**config.mk**
```make
export PLATFORM = sky130hd
export DESIGN_NAME = serial_frame_tx_arbiter
export DESIGN_NICKNAME = d
export VERILOG_FILES = /design/src/rtl/serial_frame_tx_arbiter.sv
export SDC_FILE = /design/constraint.sdc
export NUM_CORES = 1
export LEC_CHECK = 0
export ABC_AREA = 1
export CELL_PAD_IN_SITES_DETAIL_PLACEMENT = 2
export CELL_PAD_IN_SITES_GLOBAL_PLACEMENT = 2
export CORE_MARGIN = 2
export CORE_UTILIZATION = 29
export CTS_BUF_LIST = sky130_fd_sc_hd__clkbuf_16
export DETAILED_ROUTE_END_ITERATION = 10
export PLACE_DENSITY = 0.84
export SLEW_MARGIN = 20
export SYNTH_ARGS = -nofsm -noshare
export SYNTH_HDL_FRONTEND = slang
export SYNTH_SLANG_ARGS = --single-unit
```
**constraint.sdc**
```tcl
create_clock -name clk -period 4.8 [get_ports clk]
set_input_delay 0.96 -clock clk [delete_from_list [all_inputs] [get_ports clk]]
set_output_delay 0.96 -clock clk [all_outputs]
set_load 0.005 [all_outputs]
```
**src/rtl/serial_frame_tx_arbiter.sv**
```systemverilog
// serial_frame_tx_arbiter: shares one serial line among four requesters with round-robin
// arbitration. Each frame is a start bit, a 2-bit port, a 4-bit length, L payload bits and
// GAP_BITS idle-high bits. All sequencing advances only on clk_en bit ticks.
module serial_frame_tx_arbiter #(
    parameter int unsigned GAP_BITS = 1
) (
    input  logic        clk,
    input  logic        rst,
    input  logic        clk_en,
    input  logic [3:0]  req,
    input  logic [15:0] len,
    input  logic [59:0] data,
    output logic        ser_out,
    output logic [3:0]  ack,
    output logic        busy,
    output logic        done
);
    localparam int unsigned NUM_REQ = 4;
    localparam int unsigned LEN_W   = 4;
    localparam int unsigned DATA_W  = 15;
    localparam int unsigned HDR_W   = 6;
    localparam int unsigned GAP_W   = 3;
    // Gap counter load value: counts down to zero across the gap bits.
    localparam logic [GAP_W-1:0] GAP_LAST = GAP_W'((GAP_BITS == 0) ? 0 : (GAP_BITS - 1));

    typedef enum logic [2:0] {
        S_IDLE,
        S_START,
        S_PORT,
        S_LEN,
        S_DATA,
        S_GAP
    } state_t;

    state_t              state_q, state_d;
    logic [3:0]          fcnt_q, fcnt_d;   // bit position within PORT/LEN/DATA
    logic [GAP_W-1:0]    gcnt_q, gcnt_d;   // remaining gap bits
    logic [HDR_W-1:0]    hdr_q, hdr_d;     // {port, len} header, shifted out MSB first
    logic [DATA_W-1:0]   sh_q, sh_d;       // payload, left-aligned so data[L-1] leaves first
    logic [LEN_W-1:0]    len_q, len_d;
    logic [1:0]          last_q, last_d;   // round-robin pointer
    logic                ser_q, ser_d;
    logic [3:0]          ack_q, ack_d;
    logic                busy_q, busy_d;
    logic                done_q, done_d;

    logic                win_found;
    logic [1:0]          win_idx;
    logic [1:0]          cand;
    logic [3:0]          len_base;
    logic [5:0]          data_base;
    logic [LEN_W-1:0]    win_len;
    logic [DATA_W-1:0]   win_data;
    logic                end_payload;

    assign ser_out = ser_q;
    assign ack     = ack_q;
    assign busy    = busy_q;
    assign done    = done_q;

    // Round-robin winner: first set request scanning upward from last+1, wrapping.
    always_comb begin
        win_found = 1'b0;
        win_idx   = 2'd0;
        cand      = 2'd0;
        for (int unsigned i = 1; i <= NUM_REQ; i++) begin
            cand = last_q + 2'(i);
            if (!win_found && req[cand]) begin
                win_found = 1'b1;
                win_idx   = cand;
            end
        end
        len_base  = {win_idx, 2'b00};
        data_base = 6'(DATA_W) * 6'(win_idx);
        win_len   = len[len_base +: LEN_W];
        win_data  = data[data_base +: DATA_W];
    end

    // Next-state and registered-output logic for the frame sequencer.
    always_comb begin
        state_d     = state_q;
        fcnt_d      = fcnt_q;
        gcnt_d      = gcnt_q;
        hdr_d       = hdr_q;
        sh_d        = sh_q;
        len_d       = len_q;
        last_d      = last_q;
        ser_d       = ser_q;
        ack_d       = 4'b0000;
        busy_d      = busy_q;
        done_d      = 1'b0;
        end_payload = 1'b0;

        case (state_q)
            S_IDLE: begin
                if (clk_en && win_found) begin
                    state_d = S_START;
                    hdr_d   = {win_idx, win_len};
                    len_d   = win_len;
                    sh_d    = win_data << (4'(DATA_W) - win_len);
                    last_d  = win_idx;
                    ack_d   = 4'b0001 << win_idx;
                    ser_d   = 1'b0;
                    busy_d  = 1'b1;
                end
            end
            S_START: begin
                if (clk_en) begin
                    state_d = S_PORT;
                    fcnt_d  = 4'd1;
                    ser_d   = hdr_q[HDR_W-1];
                    hdr_d   = hdr_q << 1;
                end
            end
            S_PORT: begin
                if (clk_en) begin
                    ser_d = hdr_q[HDR_W-1];
                    hdr_d = hdr_q << 1;
                    if (fcnt_q == 4'd0) begin
                        state_d = S_LEN;
                        fcnt_d  = 4'd3;
                    end else begin
                        fcnt_d = fcnt_q - 4'd1;
                    end
                end
            end
            S_LEN: begin
                if (clk_en) begin
                    if (fcnt_q != 4'd0) begin
                        ser_d  = hdr_q[HDR_W-1];
                        hdr_d  = hdr_q << 1;
                        fcnt_d = fcnt_q - 4'd1;
                    end else if (len_q != 4'd0) begin
                        state_d = S_DATA;
                        fcnt_d  = len_q - 4'd1;
                        ser_d   = sh_q[DATA_W-1];
                        sh_d    = sh_q << 1;
                    end else begin
                        end_payload = 1'b1;
                    end
                end
            end
            S_DATA: begin
                if (clk_en) begin
                    if (fcnt_q != 4'd0) begin
                        ser_d  = sh_q[DATA_W-1];
                        sh_d   = sh_q << 1;
                        fcnt_d = fcnt_q - 4'd1;
                    end else begin
                        end_payload = 1'b1;
                    end
                end
            end
            S_GAP: begin
                if (clk_en) begin
                    if (gcnt_q == 3'd0) begin
                        state_d = S_IDLE;
                        busy_d  = 1'b0;
                    end else begin
                        gcnt_d = gcnt_q - 3'd1;
                    end
                end
            end
            default: begin
                state_d = S_IDLE;
                ser_d   = 1'b1;
                busy_d  = 1'b0;
            end
        endcase

        // Leaving the last payload bit: pulse done, then gap or straight back to idle.
        if (end_payload) begin
            done_d = 1'b1;
            ser_d  = 1'b1;
            if (GAP_BITS != 0) begin
                state_d = S_GAP;
                gcnt_d  = GAP_LAST;
            end else begin
                state_d = S_IDLE;
                busy_d  = 1'b0;
            end
        end
    end

    // State and output registers; reset aborts any frame in flight.
    always_ff @(posedge clk or posedge rst) begin
        if (rst) begin
            state_q <= S_IDLE;
            fcnt_q  <= 4'd0;
            gcnt_q  <= 3'd0;
            hdr_q   <= '0;
            sh_q    <= '0;
            len_q   <= '0;
            last_q  <= 2'd3;
            ser_q   <= 1'b1;
            ack_q   <= 4'b0000;
            busy_q  <= 1'b0;
            done_q  <= 1'b0;
        end else begin
            state_q <= state_d;
            fcnt_q  <= fcnt_d;
            gcnt_q  <= gcnt_d;
            hdr_q   <= hdr_d;
            sh_q    <= sh_d;
            len_q   <= len_d;
            last_q  <= last_d;
            ser_q   <= ser_d;
            ack_q   <= ack_d;
            busy_q  <= busy_d;
            done_q  <= done_d;
        end
    end

endmodule
```
Word level (Yosys, flattened, before mapping):

Index checks and enable logic that the tools add are counted.

* $add $sub $neg: 7
* multiply operators: 1
* $lt $le $gt $ge: 4
* equality and inequality tests: 34
* shift-type cells: 4
* mux-type cells: 74
* bitwise operators: 1
* reduce and logical (&&, ||, !) cells: 27

Operator list (count)
* $mux 15: 6
* $shiftx 60x7->15: 1
* $pmux 15 s3: 1
* $mux 3: 14
* $mux 4: 10
* $ne 3x3->1 const B: 12
* $ne 2x2->1 const B: 14
* $mux 1: 25
* $mux 6: 4
* $reduce_and 7->1: 3
* $pmux 3 s6: 1
* $pmux 6 s3: 1
* $pmux 4 s4: 1
* $shiftx 16x5->4: 1
* $shl 15x4->15: 1
* $lt 2x3->1 const B: 4
* $reduce_bool 4->1: 3
* $reduce_and 10->1: 1
* $bmux 1 s2: 4
* $mux 2: 4
* $sub 4x1->4 const B: 2
* $eq 3x2->1 const B: 2
* $eq 3x3->1 const B: 2
* $logic_not 3->1: 2
* other kinds (25): 33

* register bits: 44
* output and inout bits: 7
* word-level logic and storage cells: 163

Logic depth before layout (Yosys ltp):

* depth in word-level cells: 18
* depth in mapped cells: 25

Worst setup path before layout:

Ideal clock, no wire load.

* path kind: input-to-reg
* start point: input port req[3]
* end point: register sh_q[14]
* setup time: 0.113 ns
* data arrival time: 2.599 ns
* data required time: 4.687 ns
* path slack: 2.089 ns
* cell stages on the path: 20
* path buffers: 2
* cell sequence: nand2_1 > nand3_1 > nand2_1 > inv_1 > nor2_4 > nand3_4 > nand2_4 > buf_6 > nand2_1 > o21ai_1 > nand2_1 > nand2_4 > inv_4 > buf_6 > nand3_1 > nand3_1 > nand3_1 > nand3_1 > nand2_1 > inv_1

* longest elaborated chain between the ends: 17
* elaborated cells on any way between the ends: 32
* classes of those cells: 1 x add/sub; 1 x mul; 1 x eq/ne; 3 x shift; 18 x mux; 8 x reduce/logical

RTL lines
* start, declared: line 10 `input logic [3:0] req,`
* $bmux 1 s2: line 68 `if (!win_found && req[cand]) begin`
* $mux 1 (implied by the code): line 68
* $mux 1: line 68
* $logic_not 1->1: line 68
* $logic_and 1x1->1: line 68
* $mux 1: line 68
* $logic_not 1->1: line 68
* $logic_and 1x1->1: line 68
* $mux 1: line 68
* $logic_not 1->1: line 68
* $logic_and 1x1->1: line 68
* $mux 2: line 68
* $mul 4x2->6 or $shiftx 16x5->4 (tied branches): line 74, 75
* $shiftx 60x7->15 or $sub 4x4->4 (tied branches): line 76, 100
* $shl 15x4->15: line 100 `sh_d = win_data << (4'(DATA_W) - win_len);`
* $mux 15: line 96 `if (clk_en && win_found) begin`
* $pmux 15 s3: line 94 `case (state_q)`
* end signal, assigned: line 192 `sh_q <= '0;`
* end signal, assigned: line 204 `sh_q <= sh_d;`
* end, declared: line 39 `logic [DATA_W-1:0] sh_q, sh_d;`

Several ways; a longest one is shown, not always the timed one. The select of a mux whose other input is x is not followed.
A chain may end at the register's enable or synchronous reset.

Final worst setup path:

* start point: input port req[1]
* end point: register sh_q[13]

The elaborated chain is that of the path after synthesis.

==> impl_metrics.ini <==
[run_status]
status = finished, final reports clean

[detailed_routing]
first_pass_iters = 4
wl_per_cell_um = 16.59
wirelength_mm = 14.47
via_per_inst = 5.130
drt_iter0_drc = 197
drc = 0
ant_nets = 0
vias = 4473

[worst_setup_path]
path_max_fanout = 48
required_ps = 4970
cp.buffers_inverters = 3
max_stage_delay_ps = 510
end_kind = flip-flop
arrival_ps = 4210
cp_top_family = simple AND/OR/NAND/NOR gates
endpoint = sh_q[13]$_DFFE_PP0P_
slowest_stage = clkdlybuf4s50_1
critPathKind = input pin to flip-flop
startpoint = req[1]
cp_cell_sequence = clkdlybuf4s50_1 > nand2_2 > nand2_1 > nand2_1 > nand2_1 > nand2_1 > nand2_1 > nand2_1 > nand2_4 > nand2_4 > nor2_4 > inv_1 > nor2_1 > nor3_4 > inv_2 > nand3_1 > nand3_1 > o21ai_0 > nand2_1 > nand2_1
path_depth = 20
r2r_cells = 19
reg2reg_to = sh_q[13]$_DFFE_PP0P_
crit_top_cell = nand2_1
r2r_setup_slack_ps = 1220
r2r-start = last_q[0]$_DFFE_PP1P_
cp-start-kind = input pin

[sta]
drv_slew = 0
maxSlewHeadroom_pct = 55.54
post-route-period-util_pct = 84.07
hold_viol = 0
tightest_slew_ps = 664.4
fin_worst_skew_ps = 4.560
rsz0062_at_grt = false
tns_ps = 0
setup_viol = 0
fmax_mhz = 247.8
fin_crit_ps = 4035

[synthesis]
synthAdderAreaFrac_pct = 1.279
synthDistinctLibCells = 40
synth_cells = 621
yosysWarnings = 0
synth-simple-area-share_pct = 46.29
yosys_register_bits = 44
synth-main-ff-cell = dfrtp_1
synth_xor_area_share_pct = 0.8951
synth_top_area_cell = dfrtp_1
synth-edff-count = 0
synth_top_family_by_area = simple AND/OR/NAND/NOR gates
yosysTopAreaCellShare_pct = 26.21
synth.area.top_cells = dfrtp_1 (26%), nand2_1 (19%), nand3_1 (14%), a21oi_1 (5.1%), inv_1 (5.1%)
synth_compound_area_share_pct = 12.21
ys_async_sr_fraction_pct = 100.0
synth_mux_area_share_pct = 0.2877
syn_area_mm2 = 0.003914
syn_nets = 708
ys_seq_area_share_pct = 28.23
synth.avg_cell_area_um2 = 6.302

[layout]
drive_above_1_share_pct = 7.615
multiInputGateArea_mm2 = 0.002386
diodes = 0
fin_nets = 782
area_delta_synth_final_pct = 28.39
register_area_mm2 = 0.001105
nFillCells = 1622

[global_routing]
grt_pass1_wl_mm = 25.21
grt-ovfl-total = 0
grt.total_usage_pct = 21.27
antenna_found_initial = 0
grt_pass1_vias = 5072
grt_max_degree = 49

[place]
gp_congestion = 0.8490
dp.final_hpwl_mm = 11.46
portBuffers = 89

[floorplan]
dieWidth_um = 120.2
die_area_mm2 = 0.01444
rows = 42
initial_core_util_pct = 29.67
pin_count = 90
die_h_um = 120.2
core_mm2 = 0.01319

[clocking]
cts_resized = 0
numCtsBuffers = 5
postCtsSetupBuffers = 0
postCtsHoldBufs = 0
cts.sinks = 44
tritoncts = yes
clock_path_buffers = 2
clock_latency_ps = 290
htreeDepth = 2
cts.clk_slew.worst_paths_ps = 60
cts_root_buf = clkbuf_16

[hold_path]
hold_class = flip-flop to flip-flop

[job]
cap_violations = 0
[cells in the final DEF, fill, tap and decap left out, types with 6 or more instances in the layout]
cell type        synthesis  layout
a21oi_1                 40      40
clkdlybuf4s50_1          0      89
dfrtp_1                 41      41
inv_1                   53      53
inv_2                    6       6
nand2_1                197     197
nand2_2                 10      10
nand3_1                113     113
nand4_1                 11      11
nor2_1                  40      40
o21ai_0                 29      29
[cells by family (layout without fill, tap and decap cells)]
family / Yosys count / count (layout)
DFF: 44 / 44
xor gates and xnor gates: 4 / 4
muxes: 1 / 1
buffers and inverters: 86 / 161
and+or+nand+nor: 395 / 395
AOI/OAI and AO/OA: 87 / 87
adders and majority gates: 4 / 4
[cells in the mapped netlist (all sizes together) (2+ instances only)]
master,n
nor3,4
buf,20
xor2,2
o211ai,2
nand4,11
inv,61
xnor2,2
dfstp,3
nand3,117
o22ai,4
o21ai,34
ha,4
nand2,212
nor2,49
clkbuf,5
dfrtp,41
a21oi,40
[layer usage]
layer | vias to the layer above | global-route usage [%] | share of wire (%)
met5 | - | 0 | 0
met4 | 0 | 5.221 | 1.4
met3 | 13 | 2.123 | 2.7
met2 | 82 | 39.88 | 53
met1 | 2190 | 25.91 | 43
li1 | 2188 | - | -
[per-stage QoR]
step           util (%)  setup slack (ps)  instances  instance area [µm²]  hold slack (ps)
2_1_floorplan         -              2089        621                 3914            446.8
3_3_place_gp      36.85             717.7        864                 4861            469.9
3_5_place_dp      36.85             490.5        864                 4861            476.8
4_1_cts           38.10             726.5        872                 5025            516.5
5_1_grt           38.10             433.4        872                 5025            530.4
6_report          38.10             764.9        872                 5025            512.7
[sequential cells by signal, indices dropped and copies added, names as in the netlist]
signal and count:
sh_q 15, done 1, last_q 2, hdr_q 6, gcnt_q 3, ack 4
len_q 4, busy 1, fcnt_q 4, ser_out 1, state_q 3
[tightest hold or removal path, delay by kind of cell, from the launching register on]
kind             cells  cell delay [ps]
flip-flops           1              370
AND/OR/NAND/NOR      1               60
AO/OA/AOI/OAI        1               80
[area by class of cell]
type,instances,share of cell area (%)
Multi-Input combinational cell,491,47.49
Sequential cell,44,21.99
Timing Repair Buffer,92,18.18
Inverter,61,4.706
Tap cell,176,4.382
Clock buffer,5,2.490
Clock inverter,3,0.7719
[worst min path at each step]
stage	cells past startpoint	endpoint	slack, ps	from
3_5_place_dp	2	hdr_q[1]$_DFFE_PP0P_	480	hdr_q[1]$_DFFE_PP0P_
6_report	2	ser_out$_DFFE_PP1P_	510	ser_out$_DFFE_PP1P_
2_1_floorplan	2	hdr_q[5]$_DFFE_PP0P_	450	hdr_q[5]$_DFFE_PP0P_
3_3_place_gp	2	hdr_q[1]$_DFFE_PP0P_	470	hdr_q[1]$_DFFE_PP0P_
5_1_grt	2	ser_out$_DFFE_PP1P_	530	ser_out$_DFFE_PP1P_
4_1_cts	2	sh_q[8]$_DFFE_PP0P_	520	sh_q[8]$_DFFE_PP0P_
Power is left out: the tool's default activity adds up to more than one toggle a clock period on the data nets, which glitch-free logic cannot reach.
